$ cat src/rtl/sobel_pkg.sv
// Shared constants for the Sobel window buffer: default geometry, window
// element indices and the coordinate-width helper.
package sobel_pkg;

  localparam int DEF_IMG_W  = 5;
  localparam int DEF_IMG_H  = 5;
  localparam int DEF_DATA_W = 8;

  // Window element k = 3*row_offset + col_offset, top-left first.
  localparam int WIN_TL = 0;
  localparam int WIN_TC = 1;
  localparam int WIN_TR = 2;
  localparam int WIN_ML = 3;
  localparam int WIN_MC = 4;
  localparam int WIN_MR = 5;
  localparam int WIN_BL = 6;
  localparam int WIN_BC = 7;
  localparam int WIN_BR = 8;

  function automatic int coord_w(input int n);
    return (n > 1) ? $clog2(n) : 1;
  endfunction

endpackage

$ cat src/rtl/sobel_window_buffer_if.sv
// Pixel-in / window-out bundle of the Sobel window buffer; the slave modport
// is the buffer side, the master modport is the upstream/downstream side.
interface sobel_window_buffer_if
  import sobel_pkg::*;
#(
  parameter int IMG_W  = DEF_IMG_W,
  parameter int IMG_H  = DEF_IMG_H,
  parameter int DATA_W = DEF_DATA_W
);
  localparam int RW = coord_w(IMG_H);
  localparam int CW = coord_w(IMG_W);

  logic                  in_valid;
  logic [DATA_W-1:0]     in_pixel;
  logic [RW-1:0]         in_row;
  logic [CW-1:0]         in_col;
  logic                  win_valid;
  logic [9*DATA_W-1:0]   win;
  logic [RW-1:0]         win_row;
  logic [CW-1:0]         win_col;
  logic                  frame_done;
  logic                  seq_err;

  modport slave (
    input  in_valid, in_pixel, in_row, in_col,
    output win_valid, win, win_row, win_col, frame_done, seq_err
  );

  modport master (
    output in_valid, in_pixel, in_row, in_col,
    input  win_valid, win, win_row, win_col, frame_done, seq_err
  );

endinterface

$ cat src/rtl/sobel_line_buffer.sv
// One image row of history: combinational read and enabled write at the same
// column, so a read-before-write swap happens within one cycle.
module sobel_line_buffer
  import sobel_pkg::*;
#(
  parameter int DEPTH  = DEF_IMG_W,
  parameter int DATA_W = DEF_DATA_W,
  parameter int AW     = coord_w(DEPTH)
) (
  input  logic              clk,
  input  logic              wr_en_i,
  input  logic [AW-1:0]     addr_i,
  input  logic [DATA_W-1:0] wr_dat_i,
  output logic [DATA_W-1:0] rd_dat_o
);

  logic [DATA_W-1:0] mem_q [DEPTH];
  logic              in_range;

  // Columns past the image width (non power-of-two widths) neither read nor write.
  assign in_range = (int'(addr_i) < DEPTH);
  assign rd_dat_o = in_range ? mem_q[addr_i] : '0;

  always_ff @(posedge clk) begin
    if (wr_en_i && in_range) begin
      mem_q[addr_i] <= wr_dat_i;
    end
  end

endmodule

$ cat src/rtl/sobel_window_buffer.sv
// Streaming 3x3 window builder: two line buffers plus a shift window; a window
// is emitted one cycle after each accepted pixel with row>=2 and col>=2.
module sobel_window_buffer
  import sobel_pkg::*;
#(
  parameter int IMG_W  = DEF_IMG_W,
  parameter int IMG_H  = DEF_IMG_H,
  parameter int DATA_W = DEF_DATA_W
) (
  input  logic                  clk,
  input  logic                  rst,
  sobel_window_buffer_if.slave  bus
);

  localparam int RW = coord_w(IMG_H);
  localparam int CW = coord_w(IMG_W);
  localparam logic [RW-1:0] LAST_ROW = RW'(IMG_H - 1);
  localparam logic [CW-1:0] LAST_COL = CW'(IMG_W - 1);

  logic              accept;
  logic              emit;
  logic              last_px;
  logic [DATA_W-1:0] top_rd;
  logic [DATA_W-1:0] mid_rd;

  logic [DATA_W-1:0] wreg_q [9];
  logic [DATA_W-1:0] wreg_d [9];
  logic [DATA_W-1:0] win_q  [9];
  logic              win_vld_q, win_vld_d;
  logic [RW-1:0]     win_row_q, win_row_d;
  logic [CW-1:0]     win_col_q, win_col_d;
  logic              frame_done_q, frame_done_d;
  logic              seq_err_q, seq_err_d;
  logic [RW-1:0]     exp_row_q, exp_row_d;
  logic [CW-1:0]     exp_col_q, exp_col_d;

  // Reset wins over a same-cycle pixel, including the line-buffer write.
  assign accept  = bus.in_valid & ~rst;
  assign emit    = accept && (bus.in_row >= RW'(2)) && (bus.in_col >= CW'(2));
  assign last_px = (bus.in_row == LAST_ROW) && (bus.in_col == LAST_COL);

  sobel_line_buffer #(.DEPTH(IMG_W), .DATA_W(DATA_W), .AW(CW)) u_lb_top (
    .clk      (clk),
    .wr_en_i  (accept),
    .addr_i   (bus.in_col),
    .wr_dat_i (mid_rd),
    .rd_dat_o (top_rd)
  );

  sobel_line_buffer #(.DEPTH(IMG_W), .DATA_W(DATA_W), .AW(CW)) u_lb_mid (
    .clk      (clk),
    .wr_en_i  (accept),
    .addr_i   (bus.in_col),
    .wr_dat_i (bus.in_pixel),
    .rd_dat_o (mid_rd)
  );

  always_comb begin
    wreg_d[WIN_TL] = wreg_q[WIN_TC];
    wreg_d[WIN_TC] = wreg_q[WIN_TR];
    wreg_d[WIN_TR] = top_rd;
    wreg_d[WIN_ML] = wreg_q[WIN_MC];
    wreg_d[WIN_MC] = wreg_q[WIN_MR];
    wreg_d[WIN_MR] = mid_rd;
    wreg_d[WIN_BL] = wreg_q[WIN_BC];
    wreg_d[WIN_BC] = wreg_q[WIN_BR];
    wreg_d[WIN_BR] = bus.in_pixel;
  end

  always_comb begin
    win_vld_d    = emit;
    frame_done_d = emit && last_px;
    win_row_d    = win_row_q;
    win_col_d    = win_col_q;
    if (emit) begin
      win_row_d = bus.in_row - RW'(1);
      win_col_d = bus.in_col - CW'(1);
    end
  end

  // The checker resyncs to the received tag, so one glitch flags only once.
  always_comb begin
    seq_err_d = seq_err_q;
    exp_row_d = exp_row_q;
    exp_col_d = exp_col_q;
    if (accept) begin
      if ((bus.in_row != exp_row_q) || (bus.in_col != exp_col_q)) begin
        seq_err_d = 1'b1;
      end
      if (bus.in_col == LAST_COL) begin
        exp_col_d = '0;
        exp_row_d = (bus.in_row == LAST_ROW) ? '0 : bus.in_row + RW'(1);
      end else begin
        exp_col_d = bus.in_col + CW'(1);
        exp_row_d = bus.in_row;
      end
    end
  end

  always_ff @(posedge clk) begin
    if (rst) begin
      for (int k = 0; k < 9; k++) begin
        wreg_q[k] <= '0;
        win_q[k]  <= '0;
      end
      win_vld_q    <= 1'b0;
      win_row_q    <= '0;
      win_col_q    <= '0;
      frame_done_q <= 1'b0;
      seq_err_q    <= 1'b0;
      exp_row_q    <= '0;
      exp_col_q    <= '0;
    end else begin
      if (accept) begin
        for (int k = 0; k < 9; k++) wreg_q[k] <= wreg_d[k];
      end
      if (emit) begin
        for (int k = 0; k < 9; k++) win_q[k] <= wreg_d[k];
      end
      win_vld_q    <= win_vld_d;
      win_row_q    <= win_row_d;
      win_col_q    <= win_col_d;
      frame_done_q <= frame_done_d;
      seq_err_q    <= seq_err_d;
      exp_row_q    <= exp_row_d;
      exp_col_q    <= exp_col_d;
    end
  end

  for (genvar k = 0; k < 9; k++) begin : g_win
    assign bus.win[k*DATA_W +: DATA_W] = win_q[k];
  end

  assign bus.win_valid  = win_vld_q;
  assign bus.win_row    = win_row_q;
  assign bus.win_col    = win_col_q;
  assign bus.frame_done = frame_done_q;
  assign bus.seq_err    = seq_err_q;

endmodule
$ cat src/flat_wrapper.sv
// flat-port wrapper written by rule: the top's interface ports become plain ports
module sobel_window_buffer_flat import sobel_pkg::*;
#(
  parameter int IMG_W  = DEF_IMG_W,
  parameter int IMG_H  = DEF_IMG_H,
  parameter int DATA_W = DEF_DATA_W
)
  (clk, rst, bus_in_valid, bus_in_pixel, bus_in_row, bus_in_col, bus_win_valid, bus_win, bus_win_row, bus_win_col, bus_frame_done, bus_seq_err);
  sobel_window_buffer_if #(.IMG_W(IMG_W), .IMG_H(IMG_H), .DATA_W(DATA_W)) bus_i ();
  input  logic clk;
  input  logic rst;
  input wire logic [$bits(bus_i.in_valid)-1:0] bus_in_valid;
  input wire logic [$bits(bus_i.in_pixel)-1:0] bus_in_pixel;
  input wire logic [$bits(bus_i.in_row)-1:0] bus_in_row;
  input wire logic [$bits(bus_i.in_col)-1:0] bus_in_col;
  output wire logic [$bits(bus_i.win_valid)-1:0] bus_win_valid;
  output wire logic [$bits(bus_i.win)-1:0] bus_win;
  output wire logic [$bits(bus_i.win_row)-1:0] bus_win_row;
  output wire logic [$bits(bus_i.win_col)-1:0] bus_win_col;
  output wire logic [$bits(bus_i.frame_done)-1:0] bus_frame_done;
  output wire logic [$bits(bus_i.seq_err)-1:0] bus_seq_err;
  assign bus_i.in_valid = bus_in_valid;
  assign bus_i.in_pixel = bus_in_pixel;
  assign bus_i.in_row = bus_in_row;
  assign bus_i.in_col = bus_in_col;
  assign bus_win_valid = bus_i.win_valid;
  assign bus_win = bus_i.win;
  assign bus_win_row = bus_i.win_row;
  assign bus_win_col = bus_i.win_col;
  assign bus_frame_done = bus_i.frame_done;
  assign bus_seq_err = bus_i.seq_err;
  sobel_window_buffer #(.IMG_W(IMG_W), .IMG_H(IMG_H), .DATA_W(DATA_W)) u_core (.clk(clk), .rst(rst), .bus(bus_i));
endmodule
$ cat config.mk
export PLATFORM = sky130hd
export DESIGN_NAME = sobel_window_buffer_flat
export DESIGN_NICKNAME = d
export VERILOG_FILES = /design/src/rtl/sobel_pkg.sv /design/src/rtl/sobel_window_buffer_if.sv /design/src/rtl/sobel_line_buffer.sv /design/src/rtl/sobel_window_buffer.sv /design/src/flat_wrapper.sv
export SDC_FILE = /design/constraint.sdc
export NUM_CORES = 1
export LEC_CHECK = 0
export CORE_UTILIZATION = 46
export CTS_BUF_LIST = sky130_fd_sc_hd__clkbuf_2 sky130_fd_sc_hd__clkbuf_4 sky130_fd_sc_hd__clkbuf_8
export DETAILED_ROUTE_END_ITERATION = 10
export GPL_TIMING_DRIVEN = 0
export HOLD_SLACK_MARGIN = 0.08
export PLACE_DENSITY = 0.68
export SLEW_MARGIN = 0
export SYNTH_ARGS = -nofsm -noshare
export SYNTH_HDL_FRONTEND = slang
export SYNTH_SLANG_ARGS = --single-unit
$ cat constraint.sdc
create_clock -name clk -period 6.96 [get_ports clk]
set_input_delay 1.044 -clock clk [delete_from_list [all_inputs] [get_ports clk]]
set_output_delay 1.044 -clock clk [all_outputs]
set_load 0.01 [all_outputs]
==> qor_table.md <==
| Metric | Reported | Unit |
|:---|:---|:---|
| Die Wd | 137 | um |
| Sequence of cells on the critical path | clkdlybuf4s50_1 > buf_2 > inv_1 > clkbuf_1 > ha_1 > o311ai_4 > buf_4 > nand2b_4 | - |
| List of most frequent post-synthesis cells | sky130_fd_sc_hd__edfxtp_1 (200), sky130_fd_sc_hd__and2_1 (90), sky130_fd_sc_hd__nor2_1 (47), sky130_fd_sc_hd__mux2i_1 (31), sky130_fd_sc_hd__o21ai_0 (19) | - |
| Max Fclk | 270 | MHz |
| Die Ht | 137 | um |
| Post-synthesis area per instance | 15.4 | um^2 |
| Data required, critical path | 7.05 | ns |
| Worst Skew | 0.0108 | ns |
| Number of DRC markers after the initial detailed-route iteration | 323 | - |
| Via count | 4,640 | - |
| Routed wire length | 15,600 | um |
| Clock transition at the registers of the reported paths | 0.06 | ns |
| Count of mapped cells out of synthesis | 544 | - |
| Worst setup path class | in2reg | - |
| Layout area overhead | 22.6 | % |
| Sum of net half-perimeters after detailed placement | 10,600 | um |
| Master cell of the clock root buffer | sky130_fd_sc_hd__clkbuf_8 | - |
| Final setup violation count | 0 | - |
| Slowest cell on crit path | sky130_fd_sc_hd__clkdlybuf4s50_1 | - |
| Remaining global-route overflow | 0 | - |
| Sum of buffers and inverters on the critical path | 5 | - |
| Count of pins on the block boundary | 98 | - |
| Clock Tree Buf Depth | 3 | - |
| Area taken by multi-input logic gates | 1870 | um^2 |
| Category of cells accounting for the largest share of critical-path delay | buffers and inverters | - |
| Worst Tran Pin Value | 1.11 | ns |
| Number of buffers added to fix hold violations after cts | 0 | - |
| Synthesized netlist net count | 569 | - |
| GRT Overall Usage | 17.1 | % |
| Number of antenna violations at the first check in global routing | 0 | - |
| Max transition margin | 25.8 | % |
| Arrival time at the worst endpoint | 3.80 | ns |
| TritonCTS Buffers | 31 | - |
| Total standard cell area after synthesis | 8400 | um^2 |
| Number of enable-type register cells in the synthesized netlist | 200 | - |
| Max FO, Critical Path | 72 | - |
| Worst hold slack | 0.486 | ns |
| Worst Setup Start Kind | input pin | - |
| Buffers on Ports | 96 | - |
| Initial Utilization | 46.9 | % |
| Count of maximum capacitance violations | 0 | - |
| Top-count cell post-synth | sky130_fd_sc_hd__edfxtp_1 | - |
| Number of max-slew violations in the final report | 0 | - |
| Unrepaired setup endpoints after global routing | no | - |
| Area of the core region | 17,900 | um^2 |
| CTS H-tree lvls | 1 | - |
| Cells taking the most area after synthesis | sky130_fd_sc_hd__edfxtp_1 (72%), sky130_fd_sc_hd__and2_1 (6.7%), sky130_fd_sc_hd__mux2i_1 (3.7%) | - |
| Drt first pass iters | 5 | - |
| Filler Cell Count | 1,359 | - |
| # rows | 49 | - |
| Total clock sinks | 215 | - |
| Total setup buffers inserted after CTS | 0 | - |
| Ys async rst share | 0 | % |
| Last weighted congestion value of the routability-driven placer | 0.768 | - |
| Count of distinct cell types in the synthesized netlist | 38 | - |
| TritonCTS clock tree | done | - |
| Crit path capture type | register | - |
| Outcome | finished, final reports clean | - |
| CTS-repair resized insts | 0 | - |
| Footprint of the flip-flops and latches | 6310 | um^2 |
| Share of the yosys chip area belonging to registers | 75.1 | % |
| Longest individual stage delay on the worst path | 0.52 | ns |
| Number of nets in the layout | 702 | - |
| Final critical-path required period | 3.71 | ns |
| Pin count of the biggest net entering global routing | 73 | - |
| Leakage | 0.00382 | uW |
| Worst skew pair latency | 0.55 | ns |
| Fraction of final layout cells with drive strength greater than 1 | 10.7 | % |
| Setup_tns | 0 | ns |
| Ant diodes | 0 | - |
| Post-synthesis cell type with the largest combined area | sky130_fd_sc_hd__edfxtp_1 | - |
| Maximum vdd drop | 0.136 | mV |
| Yosys top cell area share | 71.5 | % |
| Number of warnings reported in the yosys synthesis log | 0 | - |
| Final hold vios | 0 | - |
| Via count normalized by instance count | 5.00 | - |
| Wire length of the first global-routing pass | 24,400 | um |
| Pwr/cell area | 258 | nW/um^2 |
| Routed wire per std cell | 16.8 | um |
| DIE AREA | 18,800 | um^2 |
| Flip-flop and latch count after synthesis | 215 | - |
| Primary flip-flop cell chosen by synthesis mapping | sky130_fd_sc_hd__edfxtp_1 | - |
| Final period utilization | 53.3 | % |
| Residual antenna-violating net count after detailed routing | 0 | - |
| Drt drc | 0 | - |
| Number of global-route vias before repair | 4,550 | - |
| Tightest Hold Check Type | reg2reg | - |
cells by family after synthesis:
kind of cell | count (synthesis) | share of synthesized area (%)
compound gates | 56 | 4.07
xor+xnor | 8 | 0.835
fa+ha+maj | 8 | 1.19
buf+inv | 43 | 2.85
flops | 215 | 75.1
mux | 31 | 3.70
simple gates | 183 | 12.3
tightest hold or removal path, cell delays in order (launching register included):
cell	delay, ns
sky130_fd_sc_hd__dfxtp_1	0.32
sky130_fd_sc_hd__nand2b_1	0.07
sky130_fd_sc_hd__a21oi_1	0.05
power breakdown:
part	switching, uW	total (uW)	internal, uW
sequential	18.3	1500	1480
clock	439	946	506
combinational	118	217	98.5
placed cells by master, fill, tap and decap left out, types with 10 or more instances in the layout:
cell type,count
sky130_fd_sc_hd__dfxtp_1,15
sky130_fd_sc_hd__edfxtp_1,200
sky130_fd_sc_hd__clkbuf_1,10
sky130_fd_sc_hd__a21oi_1,17
sky130_fd_sc_hd__clkinv_1,11
sky130_fd_sc_hd__inv_1,12
sky130_fd_sc_hd__clkbuf_8,31
sky130_fd_sc_hd__o21ai_0,19
sky130_fd_sc_hd__and2_1,90
sky130_fd_sc_hd__mux2i_1,31
sky130_fd_sc_hd__clkbuf_4,11
sky130_fd_sc_hd__nor2_1,47
sky130_fd_sc_hd__clkdlybuf4s50_1,96
sky130_fd_sc_hd__nand3b_1,17
path summary, 6_finish.rpt:
| check | start | endpoint | slack, ns | cells after the start |
|---|---|---|---|---|
| max | bus_in_col[0] | u_core.win_q[0][56] | 3.25 | 8 |
| min | u_core.exp_col_q[1] | u_core.exp_col_q[1] | 0.49 | 2 |
| max reg2reg | u_core.u_lb_mid.mem_q[4][2] | u_core.u_lb_top.mem_q[2][2] | 5.44 | 4 |
| min reg2reg | u_core.exp_col_q[1] | u_core.exp_col_q[1] | 0.49 | 2 |
cell type report:
class / instances / area share, %
sequential: 215 / 61.3
clock inverter: 13 / 0.766
timing repair buffer: 100 / 9.70
clock buffer: 42 / 4.95
tap: 229 / 2.78
inverter: 13 / 0.498
multi-input combinational: 286 / 18.2
buffer: 30 / 1.82
through the flow:
step                      instance area, um^2  instances  total power (uW)  util [%]  setup WS (ns)
after CTS                               10300        928              2680      57.5           3.24
after global placement                   9640        869              1740      53.9           1.17
after floorplan                          8400        544              1630         -           2.70
after detailed placement                 9700        873              1740      54.2           2.66
final                                   10300        928              2660      57.5           3.25
after global routing                    10300        928              2760      57.5           3.05
metal layers:
metal,wire length (um),GRT usage (%)
met4,351,5.68
met2,7660,28.7
met3,856,3.15
met5,0,0
met1,6750,22.3
state kept, by name (all words and copies together), names as in the netlist:
name and flops:
u_core.win_q 72, u_core.wreg_q 48, u_core.u_lb_mid.mem_q 40, u_core.u_lb_top.mem_q 40, u_core.bus.win_col 3, u_core.bus.win_row 3
u_core.exp_col_q 3, u_core.exp_row_q 3, u_core.bus.frame_done 1, u_core.bus.seq_err 1, u_core.bus.win_valid 1
(Power assumes the default switching activity.)
==> patch: new RTL, same flow settings <==
`DEF_IMG_W`: 5 -> 7.
--- a/src/rtl/sobel_pkg.sv
+++ b/src/rtl/sobel_pkg.sv
@@ -2,7 +2,7 @@
 // element indices and the coordinate-width helper.
 package sobel_pkg;
 
-  localparam int DEF_IMG_W  = 5;
+  localparam int DEF_IMG_W  = 7;
   localparam int DEF_IMG_H  = 5;
   localparam int DEF_DATA_W = 8;
 
Behaviour: not the same (Yosys sat finds a counterexample within 4 cycles, from zero or initial values and one cycle with rst high).
==> patch against the unedited design <==
- routed wire length is 27% higher
- sequential cell count grew 32
- die area is 15% higher
- setup slack got worse by 34 ps
- area after synthesis up 16%
- clock power up 28%
- final area increased by 16%
- total power up 20%
- critical endpoint is now u_core.win_q[0][70]$_SDFFCE_PN0P_
==> patch: results (changes against the unedited design) <==
Synth cell types=50 (+32%); placed instance count=979 (+12%); DR vias=5429 (+17%); status=complete, no violations; Reg2Reg Capture Point=u_core.u_lb_top.mem_q[5][5]$_DFFE_PP_; Reg2Reg Depth=4 (unchanged); Hold Crit Start=u_core.bus.win_col[0]$_SDFFE_PP0P_; end of the worst hold path=u_core.bus.win_col[0]$_SDFFE_PP0P_; mean post-synth cell area=16.13 um^2 (+4.5%); Filler Cells Inserted=1551 (+14%); R2R setup slack=5270 ps (-170 ps); I/O Buffers=97 (+1.0%); slowest stage delay, CP=560 ps (+40 ps); top cells by area, synth=edfxtp_1 (72%), and2_1 (5.8%), dfxtp_1 (3.1%); clk_lat worst skew=530 ps (-20 ps); Min Hold Slack=502.8 ps (+16.98 ps); H-tree depth=2 (+1); vias in the first global route=5571 (+22%); first-pass GRT wire length=30550 um (+25%); layout cells sized above 1=0.1605 (+0.05317); Slowest-stage cell, CP=clkdlybuf4s50_1; Static Leakage=4.302 nW (+13%); WL final=19770 um (+27%); Synth Cell Area=0.009709 mm^2 (+16%); Tot GR Track Use=0.1864 (+0.01571); maximum vdd ir drop=0.1082 mV (-20%); starting DRC count in detailed routing=351 (+8.7%); Least-Margin Pin Slew=1140 ps (+26.60 ps); reg-to-reg startpoint=u_core.u_lb_mid.mem_q[4][5]$_DFFE_PP_; HPWL after detailed placement=13130 um (+24%); post-synthesis sequential area ratio=0.7485 (-0.002664); worst clock skew=26.03 ps (+15.25 ps); period utilization=0.5374 (+0.004859); Post-synth EDFFs=232 (+16%); CTS Buf Count=40 (+29%); Mapped Nets=627 (+10%); Commonest cells post-synth=edfxtp_1 (232), and2_1 (90), nor2_1 (51); gpl congestion=0.7988 (+4.0%); biggest regs=u_core.win_q: 72 flops, u_core.u_lb_mid.mem_q: 56 flops, u_core.u_lb_top.mem_q: 56 flops
==> patch: changes by cell type after synthesis, moves of 5 or more <==
cell       delta
a211oi_2      +8
a31oi_1       -5
a32o_1        +7
a21oi_1      -11
o22ai_1       -5
a22o_1        +6
o2bb2ai_1     +5
edfxtp_1     +32
inv_1         -9
nor3_1        +6
==> patch: area by class of cell <==
cell class	count	area, um^2	share of cell area
repair buffers	107	1061	0.08897
flip-flops and latches	247	7267	0.6094
well taps	270	337.8	0.02833
plain buffers	32	219.0	0.01836
clock inverters	14	86.33	0.007240
multi-input cells	317	2240	0.1878
clock buffers	56	689.4	0.05781
inverters	6	25.02	0.002098
==> patch: logic make-up after synthesis <==
kind of cell               count (synthesis)  share of synthesized area
buffers and inverters                     38                    0.02513
AOI/OAI and AO/OA                         68                    0.05799
DFF                                      247                     0.7485
xor gates and xnor gates                   8                   0.007217
adders and majority gates                  8                    0.01031
and+or+nand+nor                          205                     0.1219
muxes                                     28                    0.02899
==> patch: worst reg2reg max path, delay by kind of cell (launching register included) <==
family | cells | cell delay (ps)
compound gates | 2 | 650
flops | 1 | 360
simple gates | 1 | 240
mux | 1 | 150
==> patch: worst max-delay path by stage <==
stage             startpoint                                     to  slack [ps]  cells after the start
2_1_floorplan  bus_in_col[0]       u_core.win_q[0][0]$_SDFFCE_PN0P_        2830                      5
6_report       bus_in_col[0]      u_core.win_q[0][70]$_SDFFCE_PN0P_        3220                      6
3_3_place_gp   bus_in_col[1]  u_core.u_lb_mid.mem_q[6][5]$_DFFE_PP_        1170                      5
5_1_grt        bus_in_col[0]      u_core.win_q[0][70]$_SDFFCE_PN0P_        3040                      6
3_5_place_dp   bus_in_col[0]      u_core.win_q[0][67]$_SDFFCE_PN0P_        2680                      6
4_1_cts        bus_in_col[0]      u_core.win_q[0][70]$_SDFFCE_PN0P_        3200                      6
==> patch: per-stage QoR <==
step / setup slack [ps] / power [W]
5_1_grt: 3038 / 0.003292
3_3_place_gp: 1173 / 0.001999
2_1_floorplan: 2826 / 0.001875
4_1_cts: 3196 / 0.003210
6_report: 3220 / 0.003186
3_5_place_dp: 2685 / 0.002007
==> patch: routing by layer <==
layer | vias up | GRT usage | wire length [um]
met3 | 53 | 0.04720 | 1292
met1 | 2617 | 0.2354 | 8377
met2 | 201 | 0.3064 | 9505
li1 | 2558 | - | -
met4 | 0 | 0.07835 | 590
met5 | - | 0 | 0
==> patch: power by group <==
part           total, W  internal, W  switching (W)
combinational  0.000257     0.000111       0.000146
clock           0.00121     0.000675       0.000535
sequential      0.00172      0.00170      0.0000195
total           0.00319      0.00248       0.000701
